==> config.mk <==
export PLATFORM = sky130hd
export DESIGN_NAME = calendar_clock_alarm
export DESIGN_NICKNAME = d
export VERILOG_FILES = /design/src/rtl/cal_pkg.sv /design/src/rtl/cal_days_in_month.sv /design/src/rtl/calendar_clock_alarm.sv
export SDC_FILE = /design/constraint.sdc
export NUM_CORES = 1
export LEC_CHECK = 0
export BUFFER_PORTS_ARGS = -buffer_cell sky130_fd_sc_hd__buf_2
export CORE_ASPECT_RATIO = 1.75
export CORE_MARGIN = 2
export CORE_UTILIZATION = 52
export DETAILED_ROUTE_END_ITERATION = 8
export PLACE_DENSITY_LB_ADDON = 0.2
export SYNTH_ARGS = -nofsm -noshare
export SYNTH_HDL_FRONTEND = slang
export SYNTH_SLANG_ARGS = --single-unit
export TNS_END_PERCENT = 30
==> constraint.sdc <==
create_clock -name MAX10_CLK1_50 -period 7.15 [get_ports MAX10_CLK1_50]
set_input_delay 0.3575 -clock MAX10_CLK1_50 [delete_from_list [all_inputs] [get_ports MAX10_CLK1_50]]
set_output_delay 0.3575 -clock MAX10_CLK1_50 [all_outputs]
set_load 0.01 [all_outputs]
==> src/rtl/cal_pkg.sv <==
// Calendar clock shared definitions.
// Holds the month numbering, per-field limits, the date/time field
// bundle used for the running clock state, and the Gregorian
// days-in-month helper used for both rollover and load validation.
package cal_pkg;

    localparam logic [3:0] JAN = 4'd1;
    localparam logic [3:0] FEB = 4'd2;
    localparam logic [3:0] MAR = 4'd3;
    localparam logic [3:0] APR = 4'd4;
    localparam logic [3:0] MAY = 4'd5;
    localparam logic [3:0] JUN = 4'd6;
    localparam logic [3:0] JUL = 4'd7;
    localparam logic [3:0] AUG = 4'd8;
    localparam logic [3:0] SEP = 4'd9;
    localparam logic [3:0] OCT = 4'd10;
    localparam logic [3:0] NOV = 4'd11;
    localparam logic [3:0] DEC = 4'd12;

    localparam logic [5:0] SEC_MAX   = 6'd59;
    localparam logic [5:0] MIN_MAX   = 6'd59;
    localparam logic [4:0] HOUR_MAX  = 5'd23;
    localparam logic [3:0] MONTH_MAX = DEC;
    localparam logic [3:0] MONTH_MIN = JAN;
    localparam logic [4:0] DAY_MIN   = 5'd1;

    // Everything below the year; the year width is a parameter of the top.
    typedef struct packed {
        logic [3:0] month;
        logic [4:0] day;
        logic [4:0] hour;
        logic [5:0] min;
        logic [5:0] sec;
    } cal_mdhms_t;

    // Gregorian rule: every 4th year, except centuries not divisible by 400.
    function automatic logic is_leap(input logic [31:0] year);
        return (((year % 32'd4) == 32'd0) && ((year % 32'd100) != 32'd0)) ||
               ((year % 32'd400) == 32'd0);
    endfunction

    // Out-of-range month codes fall to 31; callers range-check the month separately.
    function automatic logic [4:0] days_in_month(input logic [3:0] month,
                                                 input logic [31:0] year);
        logic [4:0] days;
        case (month)
            FEB: begin
                if (is_leap(year)) begin
                    days = 5'd29;
                end else begin
                    days = 5'd28;
                end
            end
            APR, JUN, SEP, NOV: days = 5'd30;
            default:            days = 5'd31;
        endcase
        return days;
    endfunction

endpackage

==> src/rtl/cal_days_in_month.sv <==
// Combinational days-in-month lookup for a given month and year.
// Ports:
//   month - month code 1..12 (other codes report 31)
//   year  - full year, YEAR_W bits
//   days  - number of days in that month (28..31)
import cal_pkg::*;

module cal_days_in_month #(
    parameter int unsigned YEAR_W = 32'd12
) (
    input  logic [3:0]        month,
    input  logic [YEAR_W-1:0] year,
    output logic [4:0]        days
);

    assign days = days_in_month(month, 32'(year));

endmodule

==> src/rtl/calendar_clock_alarm.sv <==
// Free-running calendar clock with Gregorian leap handling, validated
// run-time load and an hour:minute alarm.
// Ports:
//   MAX10_CLK1_50 - system clock (rising edge)
//   KEY           - synchronous active-high reset
//   set_*         - load request (set_valid) and the date/time to load
//   alarm_*       - alarm write strobe, alarm time and level enable
//   out_*         - current date/time, registered
//   sec_tick      - one-cycle pulse on every one-second advance
//   set_err       - one-cycle pulse when a load request is rejected
//   alarm_hit     - one-cycle pulse when a tick lands on HH:MM:00 of the alarm
import cal_pkg::*;

module calendar_clock_alarm #(
    parameter int unsigned DIV_CONST = 32'd50000000,
    parameter int unsigned YEAR_W    = 32'd12,
    parameter int unsigned YEAR_INIT = 32'd2000
) (
    input  logic              MAX10_CLK1_50,
    input  logic              KEY,
    input  logic              set_valid,
    input  logic [YEAR_W-1:0] set_year,
    input  logic [3:0]        set_month,
    input  logic [4:0]        set_day,
    input  logic [4:0]        set_hour,
    input  logic [5:0]        set_min,
    input  logic [5:0]        set_sec,
    input  logic              alarm_we,
    input  logic [4:0]        alarm_hour,
    input  logic [5:0]        alarm_min,
    input  logic              alarm_en,
    output logic [YEAR_W-1:0] out_year,
    output logic [3:0]        out_month,
    output logic [4:0]        out_day,
    output logic [4:0]        out_hour,
    output logic [5:0]        out_min,
    output logic [5:0]        out_sec,
    output logic              sec_tick,
    output logic              set_err,
    output logic              alarm_hit
);

    localparam int unsigned       PRESC_W    = (DIV_CONST > 32'd1) ? $clog2(DIV_CONST) : 32'd1;
    localparam logic [PRESC_W-1:0] PRESC_LAST = PRESC_W'(DIV_CONST - 32'd1);
    localparam logic [PRESC_W-1:0] PRESC_ONE  = PRESC_W'(32'd1);
    localparam logic [YEAR_W-1:0]  YEAR_LAST  = {YEAR_W{1'b1}};
    localparam logic [YEAR_W-1:0]  YEAR_START = YEAR_W'(YEAR_INIT);
    localparam logic [YEAR_W-1:0]  YEAR_ONE   = YEAR_W'(32'd1);

    logic [PRESC_W-1:0] presc_r;
    logic [YEAR_W-1:0]  year_r;
    cal_mdhms_t         mdhms_r;
    logic [4:0]         alarm_hour_r;
    logic [5:0]         alarm_min_r;
    logic               sec_tick_r;
    logic               set_err_r;
    logic               alarm_hit_r;

    logic [4:0]         run_dim_s;
    logic [4:0]         set_dim_s;
    logic               tick_s;
    logic               set_ok_s;
    logic               load_s;
    logic               advance_s;
    logic               hit_s;
    logic [YEAR_W-1:0]  nxt_year_s;
    cal_mdhms_t         nxt_s;

    cal_days_in_month #(.YEAR_W(YEAR_W)) u_run_dim (
        .month (mdhms_r.month),
        .year  (year_r),
        .days  (run_dim_s)
    );

    cal_days_in_month #(.YEAR_W(YEAR_W)) u_set_dim (
        .month (set_month),
        .year  (set_year),
        .days  (set_dim_s)
    );

    assign tick_s   = (presc_r == PRESC_LAST);
    assign set_ok_s = (set_month >= MONTH_MIN) && (set_month <= MONTH_MAX) &&
                      (set_day >= DAY_MIN) && (set_day <= set_dim_s) &&
                      (set_hour <= HOUR_MAX) && (set_min <= MIN_MAX) &&
                      (set_sec <= SEC_MAX);
    assign load_s    = set_valid && set_ok_s;
    // A valid load swallows a coincident tick.
    assign advance_s = tick_s && !load_s;

    // One-second advance with the full carry chain resolved in one edge.
    // Limits are tested with >= so a corrupted field still recovers.
    always_comb begin
        nxt_year_s = year_r;
        nxt_s      = mdhms_r;
        if (advance_s) begin
            if (mdhms_r.sec >= SEC_MAX) begin
                nxt_s.sec = 6'd0;
                if (mdhms_r.min >= MIN_MAX) begin
                    nxt_s.min = 6'd0;
                    if (mdhms_r.hour >= HOUR_MAX) begin
                        nxt_s.hour = 5'd0;
                        if (mdhms_r.day >= run_dim_s) begin
                            nxt_s.day = DAY_MIN;
                            if (mdhms_r.month >= MONTH_MAX) begin
                                nxt_s.month = MONTH_MIN;
                                if (year_r == YEAR_LAST) begin
                                    nxt_year_s = YEAR_START;
                                end else begin
                                    nxt_year_s = year_r + YEAR_ONE;
                                end
                            end else begin
                                nxt_s.month = mdhms_r.month + 4'd1;
                            end
                        end else begin
                            nxt_s.day = mdhms_r.day + 5'd1;
                        end
                    end else begin
                        nxt_s.hour = mdhms_r.hour + 5'd1;
                    end
                end else begin
                    nxt_s.min = mdhms_r.min + 6'd1;
                end
            end else begin
                nxt_s.sec = mdhms_r.sec + 6'd1;
            end
        end else begin
            nxt_s = mdhms_r;
        end
    end

    // Alarm compares the post-tick time against the alarm value held before this edge.
    assign hit_s = advance_s && alarm_en &&
                   (nxt_s.hour == alarm_hour_r) &&
                   (nxt_s.min == alarm_min_r) &&
                   (nxt_s.sec == 6'd0);

    // Prescaler, date/time state, alarm registers and output pulses.
    always_ff @(posedge MAX10_CLK1_50) begin
        if (KEY) begin
            presc_r      <= {PRESC_W{1'b0}};
            year_r       <= YEAR_START;
            mdhms_r      <= '{month: MONTH_MIN, day: DAY_MIN, hour: 5'd0, min: 6'd0, sec: 6'd0};
            alarm_hour_r <= 5'd0;
            alarm_min_r  <= 6'd0;
            sec_tick_r   <= 1'b0;
            set_err_r    <= 1'b0;
            alarm_hit_r  <= 1'b0;
        end else begin
            if (load_s) begin
                presc_r <= {PRESC_W{1'b0}};
                year_r  <= set_year;
                mdhms_r <= '{month: set_month, day: set_day, hour: set_hour,
                             min: set_min, sec: set_sec};
            end else begin
                if (tick_s) begin
                    presc_r <= {PRESC_W{1'b0}};
                end else begin
                    presc_r <= presc_r + PRESC_ONE;
                end
                year_r  <= nxt_year_s;
                mdhms_r <= nxt_s;
            end
            if (alarm_we) begin
                alarm_hour_r <= alarm_hour;
                alarm_min_r  <= alarm_min;
            end else begin
                alarm_hour_r <= alarm_hour_r;
                alarm_min_r  <= alarm_min_r;
            end
            sec_tick_r  <= advance_s;
            set_err_r   <= set_valid && !set_ok_s;
            alarm_hit_r <= hit_s;
        end
    end

    assign out_year  = year_r;
    assign out_month = mdhms_r.month;
    assign out_day   = mdhms_r.day;
    assign out_hour  = mdhms_r.hour;
    assign out_min   = mdhms_r.min;
    assign out_sec   = mdhms_r.sec;
    assign sec_tick  = sec_tick_r;
    assign set_err   = set_err_r;
    assign alarm_hit = alarm_hit_r;

endmodule

==> results of run 1 <==
==> per-stage QoR <==
stage	setup TNS [ns]	hold WS [ns]
after floorplan	0	0.438
after global placement	0	0.460
after detailed placement	0	0.473
after CTS	0	0.247
after global routing	-0.105	0.265
final	0	0.258
==> logic make-up after synthesis <==
group | share of synthesized area (%)
AND/OR/NAND/NOR | 28.3
AO/OA/AOI/OAI | 28.1
buffers and inverters | 5.16
flip-flops | 24.1
XOR/XNOR | 7.17
multiplexers | 3.52
adder cells (fa/ha/maj) | 3.62
==> Yosys cell counts, types with 19 or more instances <==
library cell	number
nor3_1	28
nand4_1	19
o21ai_0	38
clkbuf_1	43
nand2_1	66
a211oi_1	24
nor2_1	110
inv_1	25
nand3_1	41
dfxtp_1	78
a21oi_1	58
xnor2_1	28
xor2_1	25
==> registers in the layout (all words and copies together) (netlist names) <==
signal and flops:
alarm_hour_r 5, sec_tick 1, out_sec 6, alarm_hit 1, set_err 1, alarm_min_r 6
out_month 4, out_year 12, out_min 6, out_hour 5, presc_r 26, out_day 5
==> path summary, 6_finish.rpt <==
path | startpoint | to | slack, ns
max | set_year[8] | alarm_hit$_SDFF_PP0_ | 0.42
min | set_day[0] | out_day[0]$_SDFFE_PP1P_ | 0.26
max reg2reg | out_year[8]$_SDFFE_PP1P_ | out_year[3]$_SDFFE_PP0P_ | 0.70
min reg2reg | presc_r[0]$_SDFF_PP0_ | presc_r[0]$_SDFF_PP0_ | 0.49
==> metal layers <==
layer / vias up / global-route usage [%] / share of wire [%]
met5: - / 0 / 0
met3: 66 / 3.52 / 4.1
met1: 3221 / 30.7 / 40
met4: 0 / 14.2 / 4.1
li1: 3445 / - / -
met2: 225 / 49.3 / 52
==> critical path, delay by kind of cell <==
family | cells | cell delay, ns
AO/OA/AOI/OAI | 13 | 3.00
XOR/XNOR | 1 | 0.12
adder cells (fa/ha/maj) | 2 | 0.37
buffers and inverters | 5 | 0.68
multiplexers | 2 | 0.25
AND/OR/NAND/NOR | 9 | 2.21
==> power groups by stage <==
stage	clock, mW	sequential [mW]	combinational (mW)
final	0.455	0.482	0.459
after global routing	0.480	0.484	0.507
after CTS	0.462	0.481	0.453
after detailed placement	0	0.490	0.448
after global placement	0	0.491	0.448
after floorplan	0	0.488	0.324
==> layout by cell type (no fill, tap or decap), types with 16 or more instances in the layout <==
| cell | count |
|---|---|
| nor2_1 | 110 |
| buf_2 | 94 |
| dfxtp_1 | 78 |
| nand2_1 | 65 |
| a21oi_1 | 58 |
| buf_4 | 43 |
| nand3_1 | 41 |
| o21ai_0 | 38 |
| nor3_1 | 28 |
| xnor2_1 | 28 |
| inv_1 | 25 |
| xor2_1 | 25 |
| a211oi_1 | 24 |
| nand4_1 | 19 |
| mux2i_1 | 18 |
| ha_1 | 17 |
| a31oi_1 | 16 |
==> area by class of cell <==
cell class | instances | area [sq um] | share of cell area (%)
clock buffer | 10 | 229 | 3.03
inverter | 25 | 93.8 | 1.24
sequential | 78 | 1560 | 20.7
multi-input combinational | 718 | 4600 | 60.9
tap | 165 | 206 | 2.73
clock inverter | 6 | 70.1 | 0.928
timing repair buffer | 137 | 793 | 10.5
==> impl_summary.md, run 1 <==
Status
The flow ran to the end, and the final reports show no timing, DRC or antenna violations.

GRT
The first global-routing pass estimated about 30,000 microns of wire. The total congestion overflow after global routing is 0. The initial antenna violation count is 0. The combined global-route utilization of all metal layers is 27.4%. Entering global routing, the biggest net connects between 50 and 60 pins.

The number of global-route vias before repair is approximately 6,500.

CTS
The post-cts gate resize count is 0. No sink is reached through more buffers than the 2 on the longest clock path. TritonCTS built the clock tree.

The root cell of the clock tree is clkbuf_16. The maximum level of the CTS H-tree is 3. The clock latency reported for the late side of the worst-skew pair is 0.34 ns. CTS saw between 70 and 80 sinks.

The clock slew seen by the registers of the worst setup and hold paths is 0.06 ns. TritonCTS created 9 clock buffers. The hold buffer count at CTS is 0. In this run the post-CTS setup repair buffer count came out at 0.

Cells and area
The number of nets at the end of the flow is roughly 1,000. The share of post-route cells with drive strength above 1 is 18.8%. From synthesis to final layout, the design area changed by 16.7%. The final core area utilization is between 60% and 70%. The repair_antennas step left the layout with diodes totalling 0. The number of fill cells in the layout is 1,166.

The count of cells in the finished layout, fillers not included, comes to between 1,000 and 1,500. The final standard cell area without fillers is approximately 7600 sq um.

Synth
The number of warnings printed during yosys synthesis is 0. Sequential elements use around 24% of the synthesized area. For this run, the leading register cell type out of synthesis is dfxtp_1.

In this run the mean area of a mapped cell was 7.38 sq um. The mapped netlist covers roughly 6500 sq um. The top-area cell type share of the netlist area is roughly 24%. By area the synthesized netlist is led by dfxtp_1 (24%), nor2_1 (6.4%), a21oi_1 (4.5%), nand2_1 (3.8%), xnor2_1 (3.8%). The distinct cell type count of the synthesized netlist is 85. The largest total area in the synthesized netlist belongs to dfxtp_1.

In the synthesized netlist the async set-or-reset flop fraction comes to 0%. The number of synthesized register bits is ~80. The net count after synthesis is approximately 950. In this run, synthesis inferred 0 flip-flops with an integrated enable. Counting every instance in the synthesized netlist gives a little under 900.

STA
The final count of pins violating max slew is 0. The number of failing hold endpoints at the final stage came to 0. Setup violations remaining at the end of the flow were counted as 0. In this run the tightest slew margin relative to its limit is 34.0%. The final critical delay including setup and external delays is 6.73 ns. Once routing completed, OpenROAD measured the worst setup slack at around 0.42 ns.

The share of the clock period used by the worst path after layout is 94.2%. The slew of the pin with the lowest slew margin is between 0.9 and 1 ns. Across the routed clock network, the largest skew measured is between 0.008 and 0.009 ns.

The highest achievable clock rate is 0.149 GHz. Setup repair after global routing could not meet its margin everywhere.

Floorplanning
The number of I/O pins is 95. The number of rows in the core area is 53. The die is ~150 microns tall.

The floorplan step defined a die boundary enclosing between 10,000 and 15,000 sq um. The width of the die is around 88 microns. The floorplan core area is approximately 12,000 sq um. Once the floorplan was initialized, standard cells occupied a little over half of the core.

Routing
Using the TritonRoute via totals, the vias-per-cell ratio works out to roughly 6.1. After detailed routing, the number of remaining DRC violations is 0. Across all layers, the routed design uses a little under 7,000 vias.

In the final routed layout, each cell accounts on average for roughly 16 microns. In this run, the number of DRC markers left after iteration 0 of detailed routing was 292. The detailed-router iteration count before antenna repair is 5.

The final layout contains routed wiring with a total length of between 15,000 and 20,000 microns. Once detail routing completed, the nets flagged for antenna violations numbered 0.

Pwr
The internal power is ~0.9 mW. VDD sags by at most 0.155 mV. In this run switching power makes up roughly a third of total power. In this run, the combinational gates consume about a third of the power. The switching power total is 0.473 mW. The clock network power share is between 30% and 40%. For this design the static power due to leakage is 2.95 nW.

The proportion of power drawn by flip-flops and latches is around a third. The total power consumption of the routed design is ~1.4 mW. Power spread over the standard cell area amounts to ~180 nW/um^2.

Setup path
Data on the critical path is required at its endpoint by 7.39 ns. The worst setup path is captured at a register. The largest incremental delay on the critical path is between 0.5 and 0.6 ns. The cell repeated most along the worst path is buf_4. The element type at the critical path start is a primary input. The classification of the worst setup path is in2reg. The master of the slowest instance on the critical path is o31ai_1. Of all nets on the critical path, the largest fanout is 10.

For the worst flop-to-flop path, the logic depth is 26. The data arrival time of the critical path is 6.98 ns.

Worst hold path
The worst hold path passes through 3 cells. In this run the worst hold path is classified as in2reg.

Placed design
After legalization and detailed placement, the total HPWL measured ~14,000 microns. Timing analysis after detailed placement gives a worst setup slack of a little under 0.05 ns. The placed standard-cell area is just over 7000 sq um. The cell total after placement is 1,123.

Buffers placed on the I/O ports in this run total 94. The routability congestion estimate is around 0.95.

Flow run
Across the run, the number of max-cap violations was 0.
No activity file was read; power rests on OpenSTA's default activity.
==> run 2: changes to the inputs <==
--- a/config.mk
+++ b/config.mk
@@ -11,6 +11,7 @@
 export CORE_UTILIZATION = 52
 export DETAILED_ROUTE_END_ITERATION = 8
 export PLACE_DENSITY_LB_ADDON = 0.2
+export REMOVE_ABC_BUFFERS = 1
 export SYNTH_ARGS = -nofsm -noshare
 export SYNTH_HDL_FRONTEND = slang
 export SYNTH_SLANG_ARGS = --single-unit
==> impl_summary.md, run 2 (same netlist as run 1, synthesis figures left out) <==
Status
The run finished with clean final reports.

Setup path
The worst setup path is of the in2reg kind. The data arrival time of the critical path is 6.95 ns (-0.03 ns). The master of the slowest instance on the critical path is or3_1.

Grouping stages by cell kind, the critical path spends the most delay in compound AO/OA/AOI/OAI gates. The element type at the critical path start is a primary input. The largest incremental delay on the critical path is 0.50 ns (about the same).

The peak fanout along the critical path is 7 (-3). The number of buffers and inverters on the critical path is 3 (-2). The required arrival time at the worst endpoint is 7.39 ns (about the same). STA classifies the critical path endpoint as a register.

Cells and area
The flip-flop count of the largest register after layout is 26 (unchanged). The area used by multi-input combinational logic was 4650 sq um (+1.1%). The number of nets at the end of the flow was 1,032 (-0.77%).

Relative to the synthesized area, the layout overhead comes to 17.6%. The share of post-route cells with drive strength above 1 is 18.6% (-0.22 points). Leaving out fill and tap cells, the most frequent cells in the layout are nor2_1 (110), buf_2 (94), dfxtp_1 (78). The number of fill cells in the layout is 1,174 (+0.69%). More flip-flops sit in one register than any other, and that register is presc_r. The number of diodes added for antenna fixing was 0 (unchanged). The sequential cell area is 1560 sq um (unchanged).

The most common cell after layout, fill and taps aside is nor2_1. The final standard cell area without fillers was 7610 sq um (+0.70%).

GRT
The total congestion overflow after global routing is 0 (unchanged). The number of global-route vias before repair is 6,538 (-0.046%). The combined global-route utilization of all metal layers was 28.2% (+0.78 points).

The global routing stage identified its most utilized layer as met2. The routing usage on met2 is 52.4% (+3.2 points). The met3 track demand over resource in global routing is 3.68% (+0.16 points). The initial antenna violation count is 0 (unchanged).

The global routing usage on met1 is 31.0% (+0.30 points). The maximum number of pins on one net before global-route repair is 53 (unchanged). The wire length of the first global-routing pass is 30,500 microns (+2.4%).

Flow run
The total of max-cap violations came to 0 (unchanged).

Placed design
The number of port buffers is 94 (unchanged). The final HPWL from detailed placement was 14,300 microns (+3.5%). The placed standard-cell area is 7160 sq um (-0.93%). The routability congestion estimate was 0.909 (-4.2%). The worst slack at placement was -0.0746 ns (-0.123 ns).

CTS
The root cell of the clock tree is clkbuf_16. The clock latency reported for the late side of the worst-skew pair is 0.33 ns (about the same). The clock sink count is 78 (unchanged). The maximum level of the CTS H-tree is 3 (unchanged).

The hold buffer count at CTS is 0 (unchanged). TritonCTS built the clock tree. The number of clock buffers inserted by TritonCTS was 9 (unchanged). The clock slew seen by the registers of the worst setup and hold paths was 0.06 ns (about the same). The maximum clock insertion buffer count is 2 (unchanged).

STA
The final critical delay including setup and external delays is 6.72 ns (-0.0164 ns). The share of the clock period used by the worst path after layout came to 93.9% (-0.23 points). The final count of pins violating max slew is 0 (unchanged). The final setup violation count is 0 (unchanged). The number of failing hold endpoints at the final stage is 0 (unchanged). The worst slew margin relative to its limit is 36.2% (+2.3 points). The maximum clock skew at final layout is 0.00617 ns (-0.00199 ns).

The slew of the pin with the lowest slew margin was 0.957 ns (-0.0338 ns). The post-route worst setup slack is 0.434 ns (+0.0164 ns). Setup repair after global routing left no endpoint under its margin. The highest achievable clock rate came to 0.149 GHz (+0.24%). The sum of negative setup slack came to 0 ns (unchanged). The worst slack on hold paths was 0.260 ns (+0.00275 ns).

Floorplanning
The number of I/O pins is 95 (unchanged). The die area came to 13,400 sq um (unchanged). The initial core utilization is 53.6% (unchanged). The width of the die was 88.3 microns (unchanged).

The height of the die is 152 microns (unchanged). The number of rows in the core area is 53 (unchanged). The floorplan core area is 12,100 sq um (unchanged).

Routing
The remaining antenna violation count after routing is 0 (unchanged). The DRC violation total after the first TritonRoute iteration is 361 (+24%). The total wire length after detailed routing is 18,800 microns (+3.0%). The average wire per standard cell is 16.6 microns (+3.9%). The detailed-router iteration count before antenna repair was 5 (unchanged).

The via density per instance is 6.14 (+0.58%). The total DRC errors in the routed layout is 0 (unchanged). The number of vias after detailed routing came to 6,936 (-0.30%).

Pwr
The switching power total was 0.470 mW (-0.80%). The proportion of power drawn by flip-flops and latches was 32.3% (-2.2 points). The switching part of the total came to 31.4% (-2.6 points). The combinational cell fraction of total power is 30.6% (-2.3 points). The maximum ir drop on the vdd rail is 0.192 mV (+24%). The internal power is 1.03 mW (+11%). The power per cell area is 197 nW/um^2 (+6.5%). The total power consumption of the routed design is 1.50 mW (+7.3%). The clock network power share is 37.1% (+4.5 points). The reported leakage power came to 2.97 nW (+0.52%).

Worst hold path
The worst hold path class is in2reg.
run 2: cell types whose count changed in the layout (fill, tap and decap cells not counted), moves of 2 or more:
| cell | change |
|---|---|
| o41ai_1 | -2 |
| o21ai_1 | +2 |
| o41ai_2 | +2 |
| clkinvlp_4 | -3 |
| bufinv_16 | +3 |
| buf_4 | -8 |
run 2: layout make-up:
type	instances	share of cell area [%]
Clock buffer	10	3.14
Clock inverter	4	1.58
Inverter	25	1.23
Multi-Input combinational cell	718	61.2
Sequential cell	78	20.5
Tap cell	165	2.71
Timing Repair Buffer	129	9.64
run 2: through the flow:
step,util (%),std cells
detailed placement,59.3,1114
global route,63.0,1129
floorplan,-,821
CTS,62.3,1128
finish,63.0,1129
global placement,59.3,1114
run 2: worst reg2reg max path, delay by kind of cell (launching register included):
family | cells | cell delay, ns
AO/OA/AOI/OAI | 13 | 3.64
adder cells (fa/ha/maj) | 2 | 0.49
buffers and inverters | 1 | 0.09
flip-flops | 1 | 0.46
XOR/XNOR | 1 | 0.20
multiplexers | 1 | 0.06
AND/OR/NAND/NOR | 7 | 1.62
run 2: timing repair:
item	CTS	global route
gates resized for setup	0	14
buffers inserted	0	1
endpoints found under the setup margin	0	53
run 2: power groups by stage:
stage	registers (mW)	logic, mW	clock network, mW
5_1_grt	0.486	0.502	0.576
6_report	0.484	0.458	0.556
3_3_place_gp	0.492	0.437	0
3_5_place_dp	0.492	0.441	0
4_1_cts	0.483	0.445	0.561
2_1_floorplan	0.492	0.295	0
run 2: final timing paths:
kind	start	to	slack (ns)	cells after the start
worst min register to register	presc_r[0]$_SDFF_PP0_	presc_r[0]$_SDFF_PP0_	0.49	1
worst max register to register	out_year[8]$_SDFFE_PP1P_	out_year[8]$_SDFFE_PP1P_	0.47	25
worst max-delay path	set_year[8]	alarm_hit$_SDFF_PP0_	0.43	30
worst min-delay path	alarm_min[2]	alarm_min_r[2]$_SDFFE_PP0P_	0.26	3
run 2: layer usage:
metal,up-vias,wire length (microns)
li1,3430,-
met1,3251,7280
met2,206,10000
met3,49,802
met4,0,659
met5,-,0
==> run 3: changes to the inputs <==
==> constraint.sdc (replaced) <==
create_clock -name MAX10_CLK1_50 -period 7.5 [get_ports MAX10_CLK1_50]
set_input_delay 0.375 -clock MAX10_CLK1_50 [delete_from_list [all_inputs] [get_ports MAX10_CLK1_50]]
set_output_delay 0.375 -clock MAX10_CLK1_50 [all_outputs]
set_load 0.01 [all_outputs]
==> impl_summary.md, run 3 (same netlist as run 1, synthesis figures left out) <==
Pwr
The total power consumption of the routed design is 1.36 mW (-9.5%). The maximum ir drop on the vdd rail was 0.169 mV (-12%). The power per cell area came to 180 nW/um^2 (-8.5%). The reported leakage power was 2.93 nW (-1.2%).

STA
The worst slew margin relative to its limit is 35.6% (-0.61 points). Derived from the worst setup path, the maximum achievable clock frequency is 0.144 GHz. The final setup violation count is 0 (unchanged).

The post-route worst setup slack was 0.579 ns (+0.144 ns). The final count of pins violating max slew is 0 (unchanged). The number of failing hold endpoints at the final stage is 0 (unchanged). The maximum clock skew at final layout is 0.00729 ns (+0.00113 ns). After layout, the worst path uses just over 90% of the clock period.

The slew of the pin with the lowest slew margin came to 0.966 ns (+0.00919 ns). Setup repair after global routing left no endpoint under its margin. Subtracting the final worst setup slack from the clock period gives 6.92 ns.

Setup path
The path depth of the worst reg2reg path came to 26 (+4.0%). The element type at the critical path start is a primary input. The register-to-register setup slack is 0.77 ns (+0.30 ns). The slowest stage of the critical path is the or3_1 cell. The worst setup path is captured at a register. The worst reg2reg path endpoint is out_year[8]$_SDFFE_PP1P_. The data arrival time of the critical path was 7.16 ns (+0.21 ns). The peak fanout along the critical path came to 36 (+29).

The required arrival time at the worst endpoint is 7.74 ns (+0.35 ns). The start of the worst register-to-register path is out_year[8]$_SDFFE_PP1P_. The cell repeated most along the worst path is buf_4. The largest incremental delay on the critical path came to 0.37 ns (-0.13 ns). The classification of the worst setup path is in2reg.

Flow run
The total of max-cap violations is 0 (unchanged).

Cells and area
The layout overhead on the synthesized area is 16.3%. The share of post-route cells with drive strength above 1 is 17.9% (-0.71 points). The flip-flop count of the largest register after layout was 26 (unchanged). The number of fill cells in the layout came to 1,153 (-1.8%). Leaving out fill and tap cells, the most frequent cell in the layout is nor2_1. The number of nets at the end of the flow is 1,029 (-0.29%).

Ranked by flip-flop count, first place goes to presc_r. In the layout the commonest cells are nor2_1 (110), buf_2 (94), dfxtp_1 (78). The number of diodes added for antenna fixing is 0 (unchanged).

Worst hold path
The hold path depth is 3 (unchanged). The worst hold path begins at set_day[0]. The worst hold path terminates at out_day[0]$_SDFFE_PP1P_. The worst hold path class is in2reg.

CTS
TritonCTS built the clock tree. The root cell of the clock tree is clkbuf_16. The maximum clock insertion buffer count was 2 (unchanged). The clock slew seen by the registers of the worst setup and hold paths is 0.06 ns (about the same). The number of clock buffers inserted by TritonCTS is 9 (unchanged). The maximum level of the CTS H-tree is 3 (unchanged).

The clock latency reported for the late side of the worst-skew pair is 0.33 ns (about the same). The clock sink count is 78 (unchanged). The hold buffer count at CTS was 0 (unchanged).

Routing
The total wire length after detailed routing is 18,800 microns (about the same). The DRC violation total after the first TritonRoute iteration is 295 (-18%). The remaining antenna violation count after routing is 0 (unchanged). The number of vias after detailed routing is 7,041 (+1.5%).

The via density per instance came to 6.24 (+1.6%). The total DRC errors in the routed layout is 0 (unchanged). The average wire per standard cell is 16.6 microns (about the same). The detailed-router iteration count before antenna repair is 7 (+2).

Floorplanning
The number of I/O pins is 95 (unchanged). The die area came to 13,400 sq um (unchanged). The number of rows in the core area is 53 (unchanged). The height of the die is 152 microns (unchanged).

The width of the die is 88.3 microns (unchanged). The initial core utilization came to 53.6% (unchanged). The floorplan core area is 12,100 sq um (unchanged).

GRT
The combined global-route utilization of all metal layers is 28.2% (-0.035 points). The total congestion overflow after global routing is 0 (unchanged). The initial antenna violation count is 0 (unchanged). The wire length of the first global-routing pass is 30,500 microns (+0.16%). The number of global-route vias before repair is 6,609 (+1.1%).

The maximum number of pins on one net before global-route repair is 53 (unchanged).

Status
The run finished with clean final reports.

Placed design
The worst slack at placement is -0.0722 ns (+0.00241 ns). The final HPWL from detailed placement is 14,100 microns (-1.2%). The routability congestion estimate came to 0.921 (+1.3%).

The number of port buffers is 94 (unchanged).
==> run 3: cell types whose count changed in the layout (fill, tap and decap cells not counted), sizes merged <==
cell and delta:
buf -3, bufinv -2, clkinv +3, clkinvlp +1
==> run 3: final cells by class <==
cell class,count,area [sq um],area share [%]
clock buffers,10,229,3.04
clock inverters,6,86.3,1.15
inverters,25,93.8,1.25
multi-input cells,718,4620,61.4
flip-flops and latches,78,1560,20.8
well taps,165,206,2.74
repair buffers,126,723,9.61
==> run 3: how the worst max path moves through the flow <==
stage / to / from / depth (start not counted)
global placement: alarm_hit$_SDFF_PP0_ / set_year[7] / 34
global route: alarm_hit$_SDFF_PP0_ / set_year[8] / 36
detailed placement: alarm_hit$_SDFF_PP0_ / set_year[7] / 34
finish: alarm_hit$_SDFF_PP0_ / set_year[7] / 33
floorplan: alarm_hit$_SDFF_PP0_ / set_year[8] / 28
CTS: alarm_hit$_SDFF_PP0_ / set_year[7] / 34
==> run 3: routing by layer <==
metal | GRT usage, % | part of all wire, %
met5 | 0 | 0
met4 | 13.3 | 4.2
met3 | 3.30 | 4.3
met2 | 52.3 | 52
met1 | 30.9 | 39
==> run 3: power breakdown <==
part / leakage, nW / total [mW] / internal [mW] / switching (mW)
Clock: 0.152 / 0.462 / 0.291 / 0.171
Sequential: 0.636 / 0.461 / 0.433 / 0.0279
Combinational: 2.14 / 0.432 / 0.180 / 0.252
Total: 2.93 / 1.36 / 0.904 / 0.452
==> run 3: through the flow <==
stage	hold WS (ns)	instance area [sq um]	util, %	cells	setup TNS [ns]
finish	0.272	7520	62.3	1128	0
global route	0.279	7520	62.3	1128	0
CTS	0.260	7450	61.7	1125	0
detailed placement	0.478	7140	59.1	1109	-0.0722
global placement	0.462	7140	59.1	1109	0
floorplan	0.438	6230	-	821	-1.45
==> run 3: worst max-delay path, delay by kind of cell <==
kind                     cells  cell delay (ns)
AND/OR/NAND/NOR             10             1.86
adder cells (fa/ha/maj)      3             0.89
AO/OA/AOI/OAI               13             2.57
XOR/XNOR                     1             0.34
buffers and inverters        5             0.93
multiplexers                 1             0.14
==> run 3: timing repair <==
item,4_1_cts,5_1_grt
endpoints found under the setup margin,0,1
setup buffers,0,3
resized for setup,0,9
